File: src/rtl/ex_operand_b_select_pkg.sv
// rtl/ex_operand_b_select_pkg.sv - shared constants for the EX-stage operand B selector
package ex_operand_b_select_pkg;

    localparam int WIDTH_DEFAULT = 32;

    localparam logic [1:0] FWD_NONE = 2'b00;
    localparam logic [1:0] FWD_WB   = 2'b01;
    localparam logic [1:0] FWD_MEM  = 2'b10;

    localparam logic ALU_SRC_REG = 1'b0;
    localparam logic ALU_SRC_IMM = 1'b1;

endpackage

File: src/rtl/ex_operand_b_select_if.sv
// rtl/ex_operand_b_select_if.sv - operand B selector signal bundle
interface ex_operand_b_select_if
    import ex_operand_b_select_pkg::*;
#(
    parameter int WIDTH = WIDTH_DEFAULT
);
    logic [WIDTH-1:0] EX_rd2;
    logic [WIDTH-1:0] EX_imm;
    logic             EX_alu_src;
    logic [1:0]       EX_fwd_b;
    logic [WIDTH-1:0] MEM_alu_out;
    logic [WIDTH-1:0] WB_wr_data;
    logic             EX_stall;
    logic [WIDTH-1:0] EX_alu_in2;
    logic [WIDTH-1:0] EX_store_data;
    logic [WIDTH-1:0] EX_alu_in2_q;

    // pipeline side: drives ID/EX, forwarding sources and stall, observes the results
    modport master (
        output EX_rd2, EX_imm, EX_alu_src, EX_fwd_b, MEM_alu_out, WB_wr_data, EX_stall,
        input  EX_alu_in2, EX_store_data, EX_alu_in2_q
    );

    // selector side
    modport slave (
        input  EX_rd2, EX_imm, EX_alu_src, EX_fwd_b, MEM_alu_out, WB_wr_data, EX_stall,
        output EX_alu_in2, EX_store_data, EX_alu_in2_q
    );
endinterface

File: src/rtl/ex_operand_b_select_mux2_w.sv
// rtl/ex_operand_b_select_mux2_w.sv - parameterised WIDTH-bit 2:1 mux
module mux2_w #(
    parameter int WIDTH = 32
) (
    input  logic [WIDTH-1:0] a,
    input  logic [WIDTH-1:0] b,
    input  logic             sel,
    output logic [WIDTH-1:0] y
);

    // sel=1 picks b, anything else falls back to a
    always_comb begin
        y = a;
        if (sel) begin
            y = b;
        end
    end

endmodule

File: src/rtl/ex_operand_b_select.sv
// rtl/ex_operand_b_select.sv - EX-stage ALU operand B forwarding/immediate select
module ex_operand_b_select
    import ex_operand_b_select_pkg::*;
#(
    parameter int WIDTH = WIDTH_DEFAULT
) (
    input  logic                  clk,
    input  logic                  rst,
    ex_operand_b_select_if.slave  bus
);

    logic             sel_wb;
    logic             sel_mem;
    logic             sel_imm;
    logic [WIDTH-1:0] rd2_or_wb;
    logic [WIDTH-1:0] fwd_rt;
    logic [WIDTH-1:0] alu_in2;
    logic [WIDTH-1:0] alu_in2_q;

    // The illegal code 2'b11 matches neither select, so it falls through to rd2.
    assign sel_wb  = (bus.EX_fwd_b == FWD_WB);
    assign sel_mem = (bus.EX_fwd_b == FWD_MEM);
    assign sel_imm = (bus.EX_alu_src == ALU_SRC_IMM);

    mux2_w #(.WIDTH(WIDTH)) u_fwd_wb (
        .a   (bus.EX_rd2),
        .b   (bus.WB_wr_data),
        .sel (sel_wb),
        .y   (rd2_or_wb)
    );

    mux2_w #(.WIDTH(WIDTH)) u_fwd_mem (
        .a   (rd2_or_wb),
        .b   (bus.MEM_alu_out),
        .sel (sel_mem),
        .y   (fwd_rt)
    );

    mux2_w #(.WIDTH(WIDTH)) u_src (
        .a   (fwd_rt),
        .b   (bus.EX_imm),
        .sel (sel_imm),
        .y   (alu_in2)
    );

    // trace copy of operand B; reset wins over stall
    always_ff @(posedge clk) begin
        if (rst) begin
            alu_in2_q <= '0;
        end else if (!bus.EX_stall) begin
            alu_in2_q <= alu_in2;
        end
    end

    assign bus.EX_alu_in2    = alu_in2;
    assign bus.EX_store_data = fwd_rt;
    assign bus.EX_alu_in2_q  = alu_in2_q;

endmodule

File: src/flat_wrapper.sv
// flat-port wrapper written by rule: the top's interface ports become plain ports
module ex_operand_b_select_flat import ex_operand_b_select_pkg::*;
#(
    parameter int WIDTH = WIDTH_DEFAULT
)
  (clk, rst, bus_EX_rd2, bus_EX_imm, bus_EX_alu_src, bus_EX_fwd_b, bus_MEM_alu_out, bus_WB_wr_data, bus_EX_stall, bus_EX_alu_in2, bus_EX_store_data, bus_EX_alu_in2_q);
  ex_operand_b_select_if #(.WIDTH(WIDTH)) bus_i ();
  input  logic clk;
  input  logic rst;
  input wire logic [$bits(bus_i.EX_rd2)-1:0] bus_EX_rd2;
  input wire logic [$bits(bus_i.EX_imm)-1:0] bus_EX_imm;
  input wire logic [$bits(bus_i.EX_alu_src)-1:0] bus_EX_alu_src;
  input wire logic [$bits(bus_i.EX_fwd_b)-1:0] bus_EX_fwd_b;
  input wire logic [$bits(bus_i.MEM_alu_out)-1:0] bus_MEM_alu_out;
  input wire logic [$bits(bus_i.WB_wr_data)-1:0] bus_WB_wr_data;
  input wire logic [$bits(bus_i.EX_stall)-1:0] bus_EX_stall;
  output wire logic [$bits(bus_i.EX_alu_in2)-1:0] bus_EX_alu_in2;
  output wire logic [$bits(bus_i.EX_store_data)-1:0] bus_EX_store_data;
  output wire logic [$bits(bus_i.EX_alu_in2_q)-1:0] bus_EX_alu_in2_q;
  assign bus_i.EX_rd2 = bus_EX_rd2;
  assign bus_i.EX_imm = bus_EX_imm;
  assign bus_i.EX_alu_src = bus_EX_alu_src;
  assign bus_i.EX_fwd_b = bus_EX_fwd_b;
  assign bus_i.MEM_alu_out = bus_MEM_alu_out;
  assign bus_i.WB_wr_data = bus_WB_wr_data;
  assign bus_i.EX_stall = bus_EX_stall;
  assign bus_EX_alu_in2 = bus_i.EX_alu_in2;
  assign bus_EX_store_data = bus_i.EX_store_data;
  assign bus_EX_alu_in2_q = bus_i.EX_alu_in2_q;
  ex_operand_b_select #(.WIDTH(WIDTH)) u_core (.clk(clk), .rst(rst), .bus(bus_i));
endmodule
File: config.mk
export PLATFORM = sky130hd
export DESIGN_NAME = ex_operand_b_select_flat
export DESIGN_NICKNAME = d
export VERILOG_FILES = /design/src/rtl/ex_operand_b_select_pkg.sv /design/src/rtl/ex_operand_b_select_if.sv /design/src/rtl/ex_operand_b_select_mux2_w.sv /design/src/rtl/ex_operand_b_select.sv /design/src/flat_wrapper.sv
export SDC_FILE = /design/constraint.sdc
export NUM_CORES = 1
export LEC_CHECK = 0
export ABC_AREA = 1
export CAP_MARGIN = 20
export CORE_MARGIN = 2
export CORE_UTILIZATION = 39
export CTS_BUF_LIST = sky130_fd_sc_hd__clkbuf_4 sky130_fd_sc_hd__clkbuf_8
export CTS_CLUSTER_DIAMETER = 100
export DETAILED_ROUTE_END_ITERATION = 12
export PLACE_DENSITY = 0.95
export SLEW_MARGIN = 0
export SYNTH_ARGS = -nofsm -noshare
export SYNTH_HDL_FRONTEND = slang
export SYNTH_SLANG_ARGS = --single-unit
File: constraint.sdc
create_clock -name clk -period 3.1 [get_ports clk]
set_clock_uncertainty 0.1 [all_clocks]
set_input_delay 0.62 -clock clk [delete_from_list [all_inputs] [get_ports clk]]
set_output_delay 0.62 -clock clk [all_outputs]
set_load 0.01 [all_outputs]
==> run metrics <==
CTS tree=done; Multi-input gate area=0.00205 mm2; Inserted Diodes=0; max reg flops=32; syn_area_per_cell=6.97 um2; Final period util=95.1%; Final Hold Fails=0; Die Footprint=0.00911 mm2; crit path DAT=2.23 ns; CP endpoint=bus_EX_alu_in2[4]; Port Buf Inserts=229; yosys warns=0; Synth Register Bits=32; vias per cell=5.06; CTS Buf Count=5; Syn Inst Count=468; status=finished, final reports clean; GP Congestion=0.930; Pre-Repair DR Iteration Count=5; Post-DP Area=0.00554 mm2; root buf cell=clkbuf_8; CP most frequent cell=nand3_2; max-cap viol count=0; crit-path cells=buf_2 > inv_8 > nand2_8 > nand3_2 > nand3_2 > nand2_2 > inv_1 > clkdlybuf4s50_1; WP data required=2.38 ns; Net Sw Frac=34.7%; Clock Sinks=32; top post-synthesis cells by area=dfxtp_1, nand3_2, nand3_1; crit path launch type=input pin; Longest Clk Path Bufs=2; relative slew slack=43.0%; Filler Cell Count=633; crit-path leading delay family=buffers and inverters; Detail Placement HPWL=9870 um; Reg area=641 um2; Crit Path Max Fanout=32; Die Wd=95.5 um; final WL=12500 um; r2r endpoint=u_core.bus.EX_alu_in2_q[27]; Worst Hold Launch=u_core.bus.EX_alu_in2_q[6]; row count=33; cell accounting for the most synthesized area=dfxtp_1; R2R setup slack=2.27 ns; initial antenna violation count=0; # IOs=230; Nets=816; Setup crit end kind=output port; clock power share=21.0%; Via Count=3985; RSZ-0062 raised after global routing=false; Slew Viols, Final=0; actual slew at the worst max-slew pin=0.854 ns; first-pass GRT wire length=18900 um; Reg power frac=27.8%; sequential fraction of the synthesis area=19.6%; hold bufs inserted after CTS=0; drc violations=0; Tot GR Track Use=26.5%; combinational group share of total power=51.2%; Die Y=95.5 um; CTS clock-pin slew for the worst setup and hold paths=0.08 ns; critical path class=input pin to output port; layout cell share with drive strength beyond 1=22.7%; Final Critical Period=2.95 ns; crit path buf inv count=4; clock latency on the worst-skew pair=0.28 ns; WP depth=8; post-synth top area share=19.6%; Netlist cell types=23; Final Cell Area=0.00563 mm2; Setup Buffers After CTS=0; H-tree levels=2; Worst setup startpoint=bus_EX_fwd_b[1]; mapped cell area=0.00326 mm2; Worst Hold Class=flip-flop to flip-flop; Core Area=0.00818 mm2; CP max stage cell=clkdlybuf4s50_1; vias in the first global route=3955; area grow syn2layout=72.6%; largest net degree at the start of global routing=37; Initial Utilization=39.9%; Setup TNS=0 ns; most common cell after layout, fill and taps aside=clkdlybuf4s50_1; commonest cells after routing, fill and taps aside=clkdlybuf4s50_1, nand3_1, nand2_1, inv_1, nand3_2; slowest stage delay, CP=0.53 ns; Syn Nets=602; Pleak=2.56 nW; final setup vio count=0; initial DRC count=150; worst r2r src=u_core.bus.EX_alu_in2_q[27]; gr ovfl total=0; FMAX=339 MHz; drt wl/cell=15.9 um; pwr dens=295 mW/mm2; internal power=1.08 mW; sw power=0.576 mW; Routed Antenna Nets=0; r2r worst-path depth=2; Max IR drop VDD=194 uV
==> cell type report <==
class / count / area share (%)
clock buffer: 6 / 1.47
clock inverter: 2 / 0.178
inverter: 75 / 5.22
multi-input combinational: 326 / 36.5
sequential: 32 / 11.4
tap: 105 / 2.33
timing repair buffer: 242 / 43.0
==> synth_stat cells, drive strengths merged <==
library cell and number:
nand3 128, nand2 100, inv 75, dfxtp 32, a21oi 30, o21ai 30
or2 30, buf 23, clkbuf 12, nor2 6, nand3b 2
==> worst min-delay path: stages, from the launching register on <==
cell     delay [ns]
dfxtp_1        0.33
o21ai_0        0.10
a21oi_2        0.10
==> power groups by stage <==
| stage | logic, mW | clock network (mW) | registers (mW) |
|---|---|---|---|
| after floorplan | 0.373 | 0 | 0.484 |
| after global placement | 0.830 | 0 | 0.467 |
| after detailed placement | 0.847 | 0 | 0.470 |
| after CTS | 0.851 | 0.357 | 0.461 |
| after global routing | 0.912 | 0.370 | 0.463 |
| final | 0.851 | 0.349 | 0.461 |
==> per-layer routing <==
metal	routed length, um	vias to the layer above	track usage, %
met5	0	-	0
met4	342	0	10.5
met3	924	32	5.30
met2	6460	207	49.1
met1	4770	1816	29.4
li1	-	1930	-
==> through the flow <==
step | std cells | setup slack [ns] | power [mW] | util, % | hold slack, ns
4_1_cts | 788 | 0.0584 | 1.67 | 68.9 | 0.457
6_report | 788 | 0.151 | 1.66 | 68.9 | 0.456
3_5_place_dp | 780 | 0.0580 | 1.32 | 67.7 | 0.434
5_1_grt | 788 | 0.0683 | 1.75 | 68.9 | 0.474
2_1_floorplan | 468 | 1.04 | 0.857 | - | 0.479
3_3_place_gp | 780 | 0.0962 | 1.30 | 67.7 | 0.431
==> logic make-up (layout without fill, tap and decap cells) <==
logic type,Yosys count,count (layout),synth area share [%]
simple gates,266,266,50.3
compound gates,60,60,12.7
flops,32,32,19.6
buf+inv,110,325,17.4
==> worst min path at each step <==
stage / endpoint / slack, ns / cells past startpoint
3_5_place_dp: u_core.bus.EX_alu_in2_q[6] / 0.43 / 2
2_1_floorplan: u_core.bus.EX_alu_in2_q[29] / 0.48 / 4
3_3_place_gp: u_core.bus.EX_alu_in2_q[7] / 0.43 / 2
5_1_grt: u_core.bus.EX_alu_in2_q[6] / 0.47 / 2
6_report: u_core.bus.EX_alu_in2_q[6] / 0.46 / 2
4_1_cts: u_core.bus.EX_alu_in2_q[6] / 0.46 / 2
==> repair_timing <==
item,in CTS,in global routing
gates resized for setup,0,1
endpoints found under the hold margin,0,0
endpoints found under the setup margin,0,10
Power figures use the tool's default switching activity.
